### config.mk
export PLATFORM = sky130hd
export DESIGN_NAME = serial_pattern_gen_flat
export DESIGN_NICKNAME = d
export VERILOG_FILES = /design/src/rtl/serial_pattern_gen_if.sv /design/src/rtl/serial_pattern_gen.sv /design/src/flat_wrapper.sv
export SDC_FILE = /design/constraint.sdc
export NUM_CORES = 1
export LEC_CHECK = 0
export ABC_CLOCK_PERIOD_IN_PS = 1800
export BUFFER_PORTS_ARGS = -buffer_cell sky130_fd_sc_hd__buf_2
export CELL_PAD_IN_SITES_DETAIL_PLACEMENT = 1
export CELL_PAD_IN_SITES_GLOBAL_PLACEMENT = 2
export CORE_MARGIN = 2
export CORE_UTILIZATION = 33
export CTS_BUF_LIST = sky130_fd_sc_hd__clkbuf_4 sky130_fd_sc_hd__clkbuf_8 sky130_fd_sc_hd__clkbuf_16
export DETAILED_ROUTE_END_ITERATION = 16
export GPL_ROUTABILITY_DRIVEN = 0
export PLACE_DENSITY_LB_ADDON = 0.1
export SLEW_MARGIN = 20
export SYNTH_ARGS = -nofsm -noshare
export SYNTH_HDL_FRONTEND = slang
export SYNTH_SLANG_ARGS = --single-unit
export TNS_END_PERCENT = 50
### constraint.sdc
create_clock -name clk -period 1.8 [get_ports clk]
set_clock_uncertainty 0.05 [all_clocks]
set_input_delay 0.18 -clock clk [delete_from_list [all_inputs] [get_ports clk]]
set_output_delay 0.18 -clock clk [all_outputs]
set_load 0.05 [all_outputs]
### src/rtl/serial_pattern_gen_if.sv
// Request/stream bundle between a pattern requester (master) and serial_pattern_gen (slave).
// The master supplies start/abort and the capture data; the slave returns the serial bit and status.
interface serial_pattern_gen_if #(
  parameter int WIDTH = 8,
  parameter int CNT_W = 4
);
  logic             start;
  logic             abort;
  logic [WIDTH-1:0] pattern;
  logic [CNT_W-1:0] repeat_n;
  logic             out;
  logic             busy;
  logic             done;

  modport master (
    output start, abort, pattern, repeat_n,
    input  out, busy, done
  );

  modport slave (
    input  start, abort, pattern, repeat_n,
    output out, busy, done
  );
endinterface

### src/rtl/serial_pattern_gen.sv
// Moore serial pattern generator: captures a pattern and repeat count on start, then shifts
// the pattern out MSB-first repeat_n times back-to-back and pulses done once.
module serial_pattern_gen #(
  parameter int WIDTH = 8,
  parameter int CNT_W = 4
) (
  input  logic                 clk,
  input  logic                 reset,
  serial_pattern_gen_if.slave  bus
);
  localparam int BC_W = (WIDTH > 2) ? $clog2(WIDTH) : 1;
  localparam logic [BC_W-1:0]  BIT_LAST = BC_W'(WIDTH - 1);
  localparam logic [CNT_W-1:0] REP_ONE  = CNT_W'(1);

  typedef enum logic [1:0] {
    S_IDLE,
    S_SHIFT,
    S_DONE
  } state_e;

  state_e           state_q, state_d;
  logic [WIDTH-1:0] shift_q, shift_d;
  logic [WIDTH-1:0] pat_q,   pat_d;
  logic [BC_W-1:0]  bit_cnt_q, bit_cnt_d;
  logic [CNT_W-1:0] rep_q,   rep_d;

  // NOTE: every register is assigned with <= so all flops update from pre-edge values together.
  always_ff @(posedge clk or posedge reset) begin
    if (reset) begin
      state_q   <= S_IDLE;
      shift_q   <= '0;
      pat_q     <= '0;
      bit_cnt_q <= '0;
      rep_q     <= '0;
    end else begin
      state_q   <= state_d;
      shift_q   <= shift_d;
      pat_q     <= pat_d;
      bit_cnt_q <= bit_cnt_d;
      rep_q     <= rep_d;
    end
  end

  // NOTE: each _d signal takes its hold value first so no path through this block infers a latch.
  always_comb begin
    state_d   = state_q;
    shift_d   = shift_q;
    pat_d     = pat_q;
    bit_cnt_d = bit_cnt_q;
    rep_d     = rep_q;

    unique case (state_q)
      S_IDLE: begin
        if (bus.start) begin
          shift_d   = bus.pattern;
          pat_d     = bus.pattern;
          rep_d     = bus.repeat_n;
          bit_cnt_d = BIT_LAST;
          state_d   = (bus.repeat_n != '0) ? S_SHIFT : S_DONE;
        end
      end

      S_SHIFT: begin
        // Abort takes priority over the end-of-transfer condition.
        if (bus.abort) begin
          state_d = S_IDLE;
        end else if (bit_cnt_q == '0) begin
          if (rep_q > REP_ONE) begin
            shift_d   = pat_q;
            bit_cnt_d = BIT_LAST;
            rep_d     = rep_q - REP_ONE;
          end else begin
            state_d = S_DONE;
          end
        end else begin
          shift_d   = shift_q << 1;
          bit_cnt_d = bit_cnt_q - 1'b1;
        end
      end

      S_DONE: begin
        state_d = S_IDLE;
      end

      default: begin
        state_d = S_IDLE;
      end
    endcase
  end

  // Outputs decode registered state only, so reset forces them low without a clock edge.
  assign bus.busy = (state_q == S_SHIFT);
  assign bus.out  = (state_q == S_SHIFT) && shift_q[WIDTH-1];
  assign bus.done = (state_q == S_DONE);

endmodule

### src/flat_wrapper.sv
// flat-port wrapper written by rule: the top's interface ports become plain ports
module serial_pattern_gen_flat 
#(
  parameter int WIDTH = 8,
  parameter int CNT_W = 4
)
  (clk, reset, bus_start, bus_abort, bus_pattern, bus_repeat_n, bus_out, bus_busy, bus_done);
  serial_pattern_gen_if #(.WIDTH(WIDTH), .CNT_W(CNT_W)) bus_i ();
  input  logic clk;
  input  logic reset;
  input wire logic [$bits(bus_i.start)-1:0] bus_start;
  input wire logic [$bits(bus_i.abort)-1:0] bus_abort;
  input wire logic [$bits(bus_i.pattern)-1:0] bus_pattern;
  input wire logic [$bits(bus_i.repeat_n)-1:0] bus_repeat_n;
  output wire logic [$bits(bus_i.out)-1:0] bus_out;
  output wire logic [$bits(bus_i.busy)-1:0] bus_busy;
  output wire logic [$bits(bus_i.done)-1:0] bus_done;
  assign bus_i.start = bus_start;
  assign bus_i.abort = bus_abort;
  assign bus_i.pattern = bus_pattern;
  assign bus_i.repeat_n = bus_repeat_n;
  assign bus_out = bus_i.out;
  assign bus_busy = bus_i.busy;
  assign bus_done = bus_i.done;
  serial_pattern_gen #(.WIDTH(WIDTH), .CNT_W(CNT_W)) u_core (.clk(clk), .reset(reset), .bus(bus_i));
endmodule
# Yosys cells after proc, flatten, opt, wreduce, memory -nomap -nowiden
# Cells that the tools add are included.
# word_totals
regBits	25
inputBits	16
out_inout_bits	3
word_cells	47
# classes
n_addsub	2
n_lt_le_gt_ge	1
n_eq_ne	9
n_mux	21
n_reduce_logical	9
# op_table
cell	count
$mux W8	4
$mux W4	4
$pmux W8 S2	1
$mux W3	4
$mux W2	5
$pmux W4 S2	1
$ne A3 B3 Y1 const B	2
$pmux W3 S2	1
$reduce_and A5 Y1	1
$gt A4 B1 Y1 const B	1
$ne A2 B1 Y1 const B	2
$ne A2 B2 Y1 const B	2
$pmux W2 S2	1
$reduce_and A4 Y1	1
$reduce_bool A4 Y1	1
$sub A4 B1 Y4 const B	1
$logic_not A3 Y1	1
$ne A3 B2 Y1 const B	1
$reduce_and A3 Y1	1
$sub A3 B1 Y3 const B	1
$eq A2 B1 Y1 const B	1
$eq A2 B2 Y1 const B	1
$logic_not A2 Y1	1
$reduce_and A2 Y1	1
other kinds (2)	2

# Longest topological paths before layout
# Gate-level depths: netlist of the first run.
# logic_depth
ltp_word	5
mapped_depth	7
depth_no_buf	6

# Least setup slack after synthesis of the first run
# Ideal clock, no wire load.
# synth_timing
path_type	flip-flop to flip-flop
startpoint	register u_core.rep_q[0]
endpoint	register u_core.shift_q[0]
setup_time_ns	0.125
t_arrival_ns	1.737
slack_ns	-0.112
path_stages_with_launch	8
n_path_buf	1
period_less_slack_ns	1.912
cell_sequence	dfrtp_1 inv_1 ha_1 nor2_1 or2_1 buf_6 o31ai_4 mux2_4
# synth_via
elab_chain_cells	3
# synth_lines
element	line_no	text
from (decl)	serial_pattern_gen.sv:25	logic [CNT_W-1:0] rep_q, rep_d;
from (signal assigned)	serial_pattern_gen.sv:40	rep_q <= rep_d;
$gt A4 B1 Y1	serial_pattern_gen.sv:68	if (rep_q > REP_ONE) begin
$ne A3 B3 Y1 (no line)	-	
$reduce_and A4 Y1 (no line)	-	
to (signal assigned)	serial_pattern_gen.sv:37	shift_q <= shift_d;
to (decl)	serial_pattern_gen.sv:22	logic [WIDTH-1:0] shift_q, shift_d;
# No other way between the ends.
# A chain may end at the register's enable or synchronous reset.

# Worst setup path after layout of the first run
# layout_timing
startpoint	register u_core.bit_cnt_q[0]
endpoint	register u_core.shift_q[5]
# layout_via
elab_chain_cells	4
word_cells_on_any_way	6
classes_between	1 x eq/ne; 3 x mux; 2 x reduce/logical
# layout_lines
element	line_no	text
from (decl)	serial_pattern_gen.sv:24	logic [BC_W-1:0] bit_cnt_q, bit_cnt_d;
from (signal assigned)	serial_pattern_gen.sv:39	bit_cnt_q <= bit_cnt_d;
$logic_not A3 Y1 *	serial_pattern_gen.sv:67	end else if (bit_cnt_q == '0) begin
$mux W8	serial_pattern_gen.sv:67	
$mux W8	serial_pattern_gen.sv:65	if (bus.abort) begin
$pmux W8 S2	serial_pattern_gen.sv:52	unique case (state_q)
# Mark *: on every way between the ends. The rest lies on a longest branch, timed or not. The select of a mux whose other input is x is not followed.

==> qor.csv, run 1 <==
metric,value,unit
Placeable Area,3940,um2
min-delay worst type,primary input to register,
WP data required,1.91,ns
RR Startpoint,u_core.bit_cnt_q[0]$_DFFE_PP0P_,
cells after synthesis,122,
clk_lat worst skew,0.27,ns
share of cells above drive strength 1,40.8,%
layout overhead on the synthesized area,26.8,%
total power,0.00199,W
TritonCTS clock tree,done,
WHS Endpoint,u_core.pat_q[4]$_DFFE_PP0P_,
Comb pwr share,38.8,%
Reg-to-Reg End,u_core.shift_q[5]$_DFFE_PP0P_,
largest family of logic cells by synthesized area,compound AO/OA/AOI/OAI gates,
Via-to-Cell Ratio,5.18,
worst endpoint data arrival time,1.82,ns
I/O Buffers,18,
sequential area share after synthesis,46.8,%
synthesized area per cell,11.0,um2
XOR/XNOR Fraction of Synth Area,0,%
initial antenna violation count,0,
clock transition at the registers of the reported paths,0.10,ns
Worst Hold Launch,bus_pattern[4],
CP max FO,8,
Synth Area in Compound Gates,21.6,%
Hold Path Depth,2,
Internal Power,0.00129,W
final hold viol count,0,
die height,67.7,um
DR iter-0 viols,15,
Static Leak,0.727,nW
critical path type,register to register,
vias,1072,
startpoint types,register,
die area,4580,um2
Die Wd,67.7,um
Congestion Overflow GR,0,
Main synth FF type,dfrtp_1,
vias in the first global route,1094,
Rows,23,
worst reg2reg path depth,7,
Net Sw Power,0.000703,W
CTS Buf Count,3,
first-pass GRT wire length,5130,um
WHS,0.104,ns
H-tree levels,1,
root buf cell,clkbuf_8,
final WL,3280,um
Max-Cap Viols,0,
min cycle time layout,1.72,ns
pin count of the biggest net entering global routing,26,
highest clock rate,582,MHz
Sw Ratio,35.3,%
peak supply drop,406,uV
"EDFF count, synth",0,
simple-gate share of the synthesized area,11.6,%
DRT antenna net count,0,
flop2flop setup slack,0.08,ns
Post-synth ARST share,100,%
Clock Sink Count,25,
mux contribution to synthesized area,12.3,%
synth unique cells,39,
Final WS setup,0.0823,ns
"flops & latches, synth",25,
Post-DP HPWL,2490,um
power share of the sequential group,43.9,%
# IOs,19,
adder-cell share of the synthesized area,3.74,%
final setup vio count,0,
CTS Buffer Depth,2,
Setup Slack @ Placement,0.00652,ns
fin nets,178,
Slew HR,74.7,%
crit share post-route,95.4,%
PD cells,1180,nW/um2
clock share of power,17.3,%
max-slew violations,0,
Tightest Pin Transition,0.377,ns
outcome,"complete, no violations",
Syn Std Cell Area,1340,um2
crit path capture type,register,
synth warn,0,
aggregate global-route resource usage,15.4,%
DRT Pass-1 Iters,4,
syn_nets,142,
Antenna diodes,0,
Initial Utilization,33.9,%
Routed WL per cell,15.9,um
final setup TNS,0,ns
# DRC,0,
==> worst max path at each step <==
stage | startpoint | endpoint | slack, ns | cells after the start
2_1_floorplan | u_core.rep_q[0]$_DFFE_PP0P_ | u_core.shift_q[0]$_DFFE_PP0P_ | -0.04 | 7
3_3_place_gp | u_core.bit_cnt_q[0]$_DFFE_PP0P_ | u_core.rep_q[0]$_DFFE_PP0P_ | 0.08 | 8
3_5_place_dp | u_core.bit_cnt_q[0]$_DFFE_PP0P_ | u_core.rep_q[0]$_DFFE_PP0P_ | 0.007 | 8
4_1_cts | u_core.state_q[0]$_DFFE_PP0P_ | u_core.rep_q[1]$_DFFE_PP0P_ | 0.02 | 5
5_1_grt | u_core.bit_cnt_q[0]$_DFFE_PP0P_ | u_core.shift_q[3]$_DFFE_PP0P_ | -0.003 | 7
6_report | u_core.bit_cnt_q[0]$_DFFE_PP0P_ | u_core.shift_q[5]$_DFFE_PP0P_ | 0.08 | 7
==> critical path: stages (launching register included) <==
cell	delay (ns)
dfrtp_1	0.40
inv_1	0.09
ha_2	0.22
nor2b_4	0.15
buf_6	0.15
mux2i_1	0.20
nor3_1	0.06
a221o_2	0.29
==> cells in the final DEF (no fill, tap or decap), types with 2 or more instances in the layout <==
cell type / Yosys / layout
nor2_1: 7 / 6
nor2b_1: 5 / 4
buf_6: 1 / 2
mux2_2: 8 / 8
mux2i_1: 6 / 6
inv_1: 6 / 6
or2_4: 1 / 2
ha_2: 0 / 2
clkbuf_8: 0 / 3
a221o_2: 2 / 2
a31oi_1: 3 / 3
o22a_1: 2 / 2
buf_2: 3 / 17
ha_1: 4 / 2
o21ai_0: 8 / 8
buf_4: 0 / 15
a221o_1: 4 / 4
a22oi_1: 2 / 2
a21oi_1: 4 / 4
dfrtp_1: 25 / 24
nor3_1: 8 / 7
==> state kept, by name, summed over array words and instances (netlist names) <==
register	cells
u_core.pat_q	8
u_core.shift_q	8
u_core.rep_q	4
u_core.bit_cnt_q	3
u_core.state_q	2
==> stage by stage <==
| stage | cell area (um2) | util (%) | instances |
|---|---|---|---|
| floorplan | 1340 | - | 122 |
| global placement | 1590 | 40.2 | 201 |
| detailed placement | 1590 | 40.2 | 201 |
| CTS | 1660 | 42.1 | 206 |
| global route | 1700 | 43.0 | 207 |
| finish | 1700 | 43.0 | 207 |
==> Yosys cell counts (2+ instances only) <==
master	number	area share, %
nor2_1	7	2.0
inv_1	6	1.7
a22oi_1	2	1.1
a221o_1	4	3.0
dfrtp_1	25	47
nor3_1	8	3.0
a21oi_1	4	1.5
mux2i_1	6	4.5
o21ai_0	8	3.0
a221o_2	2	1.7
nor2b_1	5	2.3
a31oi_1	3	1.4
mux2_2	8	6.7
buf_2	3	1.1
o22a_1	2	1.3
nand2b_1	3	1.4
ha_1	4	3.7
==> cell families (layout without fill, tap and decap cells) <==
kind of cell	count (synthesis)	in the layout
simple gates	29	29
compound gates	38	38
buf+inv	11	46
flops	25	25
fa+ha+maj	4	4
mux	15	15
==> power by group through the flow <==
stage	registers (W)	logic, W	clock network [W]
floorplan	0.000837	0.000529	0
global placement	0.000868	0.000719	0
detailed placement	0.000877	0.000745	0
CTS	0.000868	0.000765	0.000364
global route	0.000895	0.000860	0.000387
finish	0.000874	0.000773	0.000346
==> repair_timing <==
action	4_1_cts	5_1_grt
pin swaps	1	2
hold endpoints to repair	25	0
buffers inserted	0	1
hold buffers	1	0
resized for setup	5	8
setup endpoints to repair	4	12
==> layer usage <==
layer | up-vias | wire length [um] | track usage [%]
met5 | - | 0 | 0
met4 | 0 | 23 | 4.85
met3 | 2 | 91 | 2.67
met2 | 14 | 1610 | 26.2
met1 | 531 | 1560 | 19.8
li1 | 525 | - | -
==> layout make-up <==
type                            instances  area [um2]
Sequential cell                        25         627
Fill cell                             422        2250
Clock inverter                          1        7.51
Clock buffer                            3        41.3
Tap cell                               50        62.6
Timing Repair Buffer                   35         230
Inverter                                7        26.3
Multi-Input combinational cell         86         701
No activity file was read; power rests on OpenSTA's default activity.
==> run 2: changes to the inputs <==
--- a/config.mk
+++ b/config.mk
@@ -5,13 +5,12 @@
 export SDC_FILE = /design/constraint.sdc
 export NUM_CORES = 1
 export LEC_CHECK = 0
-export ABC_CLOCK_PERIOD_IN_PS = 1800
+export ABC_CLOCK_PERIOD_IN_PS = 1750
 export BUFFER_PORTS_ARGS = -buffer_cell sky130_fd_sc_hd__buf_2
 export CELL_PAD_IN_SITES_DETAIL_PLACEMENT = 1
 export CELL_PAD_IN_SITES_GLOBAL_PLACEMENT = 2
-export CORE_MARGIN = 2
-export CORE_UTILIZATION = 33
-export CTS_BUF_LIST = sky130_fd_sc_hd__clkbuf_4 sky130_fd_sc_hd__clkbuf_8 sky130_fd_sc_hd__clkbuf_16
+export CORE_UTILIZATION = 38
+export CTS_BUF_LIST = sky130_fd_sc_hd__clkbuf_4
 export DETAILED_ROUTE_END_ITERATION = 16
 export GPL_ROUTABILITY_DRIVEN = 0
 export PLACE_DENSITY_LB_ADDON = 0.1
==> constraint.sdc (replaced) <==
create_clock -name clk -period 1.75 [get_ports clk]
set_clock_uncertainty 0.05 [all_clocks]
set_input_delay 0.175 -clock clk [delete_from_list [all_inputs] [get_ports clk]]
set_output_delay 0.175 -clock clk [all_outputs]
set_load 0.05 [all_outputs]
==> qor.csv, run 2 (synthesis results as in run 1) <==
metric,value,unit
Slew HR,71.9,%
min cycle time layout,1.70,ns
Congestion Overflow GR,0,
Hold Path Depth,2,
fillers,399,
H-tree levels,1,
delay of the slowest critical-path stage,0.46,ns
crit path capture type,register,
"commonest non-fill, non-tap cells in the layout","25 x buf_4, 24 x dfrtp_1, 17 x buf_2, 8 x o21ai_0, 8 x mux2_2",
Post-DP Area,1640,um2
final setup vio count,0,
CP max FO,3,
CTS Buf Count,3,
total power,0.00217,W
PD cells,1200,nW/um2
first-pass GRT wire length,5600,um
highest metal used,met4,
die area,3760,um2
# IOs,19,
DR iter-0 viols,34,
routed length on met1,1570,um
pin count of the biggest net entering global routing,26,
RR Startpoint,u_core.rep_q[0]$_DFFE_PP0P_,
Antenna diodes,0,
"Design Area, Final",1810,um2
worst path cell trace,inv_2 > ha_4 > nor2_4 > or2_4 > o31ai_4 > mux2_4,
peak supply drop,462,uV
Final WS setup,0.0481,ns
crit share post-route,97.2,%
max-slew violations,0,
Post-DP HPWL,2570,um
clock transition at the registers of the reported paths,0.16,ns
Top Registers,"u_core.pat_q: 8 flops, u_core.shift_q: 8 flops, u_core.rep_q: 4 flops",
final WL,3370,um
CP startpoint,u_core.rep_q[0]$_DFFE_PP0P_,
highest clock rate,588,MHz
I/O Buffers,18,
RSZ-0062 raised after global routing,true,
Rows,21,
# DRC,0,
fin nets,189,
WHS,0.0392,ns
clk_lat worst skew,0.32,ns
"commonest non-fill, non-tap cell in the layout",buf_4,
Max-Cap Viols,0,
Initial Utilization,39.8,%
worst endpoint data arrival time,1.88,ns
Setup Slack @ Placement,-0.0325,ns
"slowest stage cell, crit path",dfrtp_1,
Die Wd,61.3,um
final hold viol count,0,
outcome,"complete, no violations",
startpoint types,register,
worst reg2reg path depth,6,
Clock Sink Count,25,
Worst Hold Launch,bus_pattern[1],
WP data required,1.93,ns
initial antenna violation count,0,
post-layout util,53.7,%
layout overhead on the synthesized area,35.1,%
WL met2,1690,um
Placeable Area,3360,um2
TritonCTS clock tree,done,
Tightest Pin Transition,0.418,ns
Via-to-Cell Ratio,5.23,
routed wl met3,55,um
Routed WL per cell,15.7,um
root buf cell,clkbuf_4,
Static Leak,0.784,nW
share of cells above drive strength 1,48.2,%
aggregate global-route resource usage,20.4,%
DRT antenna net count,0,
min-delay worst type,primary input to register,
DRT Pass-1 Iters,4,
vias in the first global route,1196,
die height,61.3,um
critical path type,register to register,
vias,1119,
CTS Buffer Depth,2,
-- run 2: power by group --
group | switching, W | leakage (nW) | internal, W
sequential | 0.000136 | 0.293 | 0.000762
combinational | 0.000465 | 0.472 | 0.000529
clock | 0.000189 | 0.0183 | 0.0000930
-- run 2: final timing paths --
check                                             endpoint  slack [ns]
max                          u_core.shift_q[0]$_DFFE_PP0P_        0.05
min                            u_core.pat_q[1]$_DFFE_PP0P_        0.04
max reg2reg                  u_core.shift_q[0]$_DFFE_PP0P_        0.05
min reg2reg                    u_core.pat_q[3]$_DFFE_PP0P_        0.48
max in group asynchronous    u_core.state_q[0]$_DFFE_PP0P_        0.99
min in group asynchronous  u_core.bit_cnt_q[0]$_DFFE_PP0P_        0.38
-- run 2: timing repair --
item / in CTS / in global routing
hold endpoints to repair: 25 / 0
gates cloned: 0 / 0
setup endpoints to repair: 8 / 16
pin swaps: 1 / 3
buffers inserted: 4 / 0
gates resized for setup: 8 / 17
hold buffers: 1 / 0
-- run 2: area by class of cell --
type                    instances  area, um2  area share (%)
multi-input cells              86        748            41.4
flip-flops and latches         25        627            34.7
repair buffers                 46        317            17.5
well taps                      46       57.6            3.19
inverters                       7       26.3            1.45
clock buffers                   3       22.5            1.25
clock inverters                 1       8.76           0.485
-- run 2: metrics by stage --
step	setup TNS, ns	std cells
2_1_floorplan	-0.129	122
3_5_place_dp	-0.0613	205
5_1_grt	-0.0270	214
6_report	0	214
3_3_place_gp	0	205
4_1_cts	0	214
-- run 2: worst max-delay path, delay by kind of cell (launching register included) --
kind	cells	cell delay, ns
AOI/OAI and AO/OA	1	0.25
adders and majority gates	1	0.14
buffers and inverters	1	0.09
DFF	1	0.46
muxes	1	0.33
and+or+nand+nor	2	0.30
-- run 2: layer usage --
metal  track usage (%)  vias up
met1              27.2      552
met2              33.4       14
li1                  -      547
met3              2.52        6
met4              8.89        0
met5                 0        -
==> run 3: changes to the inputs <==
--- a/config.mk
+++ b/config.mk
@@ -5,11 +5,11 @@
 export SDC_FILE = /design/constraint.sdc
 export NUM_CORES = 1
 export LEC_CHECK = 0
-export ABC_CLOCK_PERIOD_IN_PS = 1750
+export ABC_CLOCK_PERIOD_IN_PS = 2000
 export BUFFER_PORTS_ARGS = -buffer_cell sky130_fd_sc_hd__buf_2
 export CELL_PAD_IN_SITES_DETAIL_PLACEMENT = 1
 export CELL_PAD_IN_SITES_GLOBAL_PLACEMENT = 2
-export CORE_UTILIZATION = 38
+export CORE_UTILIZATION = 41
 export CTS_BUF_LIST = sky130_fd_sc_hd__clkbuf_4
 export DETAILED_ROUTE_END_ITERATION = 16
 export GPL_ROUTABILITY_DRIVEN = 0
==> constraint.sdc (replaced) <==
create_clock -name clk -period 2 [get_ports clk]
set_clock_uncertainty 0.05 [all_clocks]
set_input_delay 0.2 -clock clk [delete_from_list [all_inputs] [get_ports clk]]
set_output_delay 0.2 -clock clk [all_outputs]
set_load 0.05 [all_outputs]
==> qor.csv, run 3 (synthesis results as in run 1) <==
metric,value,unit
die area,3490,um2
flop2flop setup slack,0.08,ns
vias,1029,
Sw Ratio,36.8,%
RR Startpoint,u_core.rep_q[0]$_DFFE_PP0P_,
clock transition at the registers of the reported paths,0.14,ns
crit share post-route,96.1,%
pin count of the biggest net entering global routing,26,
Initial Utilization,43.5,%
CTS Buffer Depth,2,
Top Registers,"u_core.pat_q: 8 flops, u_core.shift_q: 8 flops, u_core.rep_q: 4 flops",
"commonest non-fill, non-tap cells in the layout","25 x dfrtp_1, 18 x buf_2, 8 x o21ai_0, 8 x mux2_2, 8 x buf_4",
Post-DP Area,1520,um2
min-delay worst type,primary input to register,
"Design Area, Final",1560,um2
fin nets,170,
H-tree levels,1,
Slew HR,61.2,%
Static Leak,0.676,nW
WHS,0.0678,ns
Setup Slack @ Placement,0.0345,ns
Post-DP HPWL,2340,um
CP max FO,6,
worst path cell trace,inv_1 > ha_1 > nor2_2 > or2_1 > o31ai_4 > buf_4 > a221o_1,
final setup vio count,0,
Routed WL per cell,16.4,um
Net Sw Power,0.000601,W
Comb pwr share,37.8,%
worst endpoint data arrival time,2.08,ns
worst reg2reg path depth,7,
Clock Sink Count,25,
startpoint types,register,
# DRC,0,
die height,59.1,um
Worst Hold Launch,bus_pattern[7],
layout overhead on the synthesized area,16.7,%
outcome,"complete, no violations",
crit path capture type,register,
WHS Endpoint,u_core.pat_q[7]$_DFFE_PP0P_,
PD cells,1040,nW/um2
delay of the slowest critical-path stage,0.44,ns
Antenna diodes,0,
DRT Pass-1 Iters,4,
Die Wd,59.1,um
Reg-to-Reg End,u_core.shift_q[3]$_DFFE_PP0P_,
initial antenna violation count,0,
root buf cell,clkbuf_4,
DRT antenna net count,0,
share of cells above drive strength 1,31.5,%
first-pass GRT wire length,5090,um
DR iter-0 viols,43,
power share of the sequential group,48.1,%
final hold viol count,0,
max-slew violations,0,
Placeable Area,3080,um2
# IOs,19,
Final WS setup,0.0789,ns
Rows,20,
Internal Power,0.00103,W
min cycle time layout,1.92,ns
Hold Path Depth,2,
aggregate global-route resource usage,20.0,%
Via-to-Cell Ratio,5.33,
Tightest Pin Transition,0.581,ns
vias in the first global route,1111,
Max-Cap Viols,0,
WP data required,2.16,ns
clk_lat worst skew,0.32,ns
peak supply drop,556,uV
"commonest non-fill, non-tap cell in the layout",dfrtp_1,
clock share of power,14.1,%
total power,0.00163,W
critical path type,register to register,
I/O Buffers,18,
final WL,3160,um
TritonCTS clock tree,done,
CTS Buf Count,3,
highest clock rate,521,MHz
Congestion Overflow GR,0,
"slowest stage cell, crit path",dfrtp_1,
[run 3: power by group through the flow]
stage          Sequential (W)  Combinational [W]  Clock [W]
2_1_floorplan        0.000753           0.000468          0
3_3_place_gp         0.000783           0.000581          0
3_5_place_dp         0.000792           0.000614          0
4_1_cts              0.000785           0.000616   0.000240
5_1_grt              0.000808           0.000678   0.000251
6_report             0.000785           0.000617   0.000230
[run 3: timing repair]
action                                 CTS  global route
gates resized for setup                  0             2
endpoints found under the hold margin   25             0
setup endpoints to repair                0             8
hold buffers                             1             0
setup buffers                            0             0
[run 3: layout make-up]
class / instances / area (um2)
Clock buffer: 3 / 22.5
Clock inverter: 1 / 5.00
Fill cell: 362 / 1520
Inverter: 7 / 26.3
Multi-Input combinational cell: 86 / 667
Sequential cell: 25 / 626
Tap cell: 44 / 55.1
Timing Repair Buffer: 27 / 160
[run 3: stage by stage]
step | TNS, ns | utilization [%] | cells
after floorplan | 0 | - | 122
after CTS | 0 | 50.5 | 193
after global placement | 0 | 49.3 | 188
after global routing | -0.000589 | 50.7 | 193
after detailed placement | 0 | 49.3 | 188
final | 0 | 50.7 | 193
[run 3: worst max-delay path: cells and delay by family (launching register included)]
| kind | cells | cell delay [ns] |
|---|---|---|
| AO/OA/AOI/OAI | 2 | 0.44 |
| flip-flops | 1 | 0.44 |
| AND/OR/NAND/NOR | 2 | 0.39 |
| buffers and inverters | 2 | 0.24 |
| adder cells (fa/ha/maj) | 1 | 0.24 |
[run 3: worst max-delay path by stage]
| stage | slack, ns | start | to | cells past startpoint |
|---|---|---|---|---|
| 6_report | 0.08 | u_core.rep_q[0]$_DFFE_PP0P_ | u_core.shift_q[3]$_DFFE_PP0P_ | 7 |
| 5_1_grt | -0.0006 | u_core.rep_q[0]$_DFFE_PP0P_ | u_core.shift_q[3]$_DFFE_PP0P_ | 7 |
| 2_1_floorplan | 0.09 | u_core.rep_q[0]$_DFFE_PP0P_ | u_core.shift_q[0]$_DFFE_PP0P_ | 7 |
| 3_5_place_dp | 0.03 | u_core.rep_q[0]$_DFFE_PP0P_ | u_core.shift_q[0]$_DFFE_PP0P_ | 6 |
| 3_3_place_gp | 0.13 | u_core.rep_q[0]$_DFFE_PP0P_ | u_core.shift_q[0]$_DFFE_PP0P_ | 6 |
| 4_1_cts | 0.02 | u_core.rep_q[0]$_DFFE_PP0P_ | u_core.shift_q[0]$_DFFE_PP0P_ | 6 |
[run 3: metal layers]
metal / global-route usage [%] / vias up / routed length (um) / part of all wire, %
met5: 0 / - / 0 / 0
met4: 7.14 / 0 / 19 / 0.60
met3: 2.40 / 2 / 51 / 1.6
met2: 33.8 / 8 / 1570 / 50
met1: 26.3 / 511 / 1520 / 48
li1: - / 508 / - / -
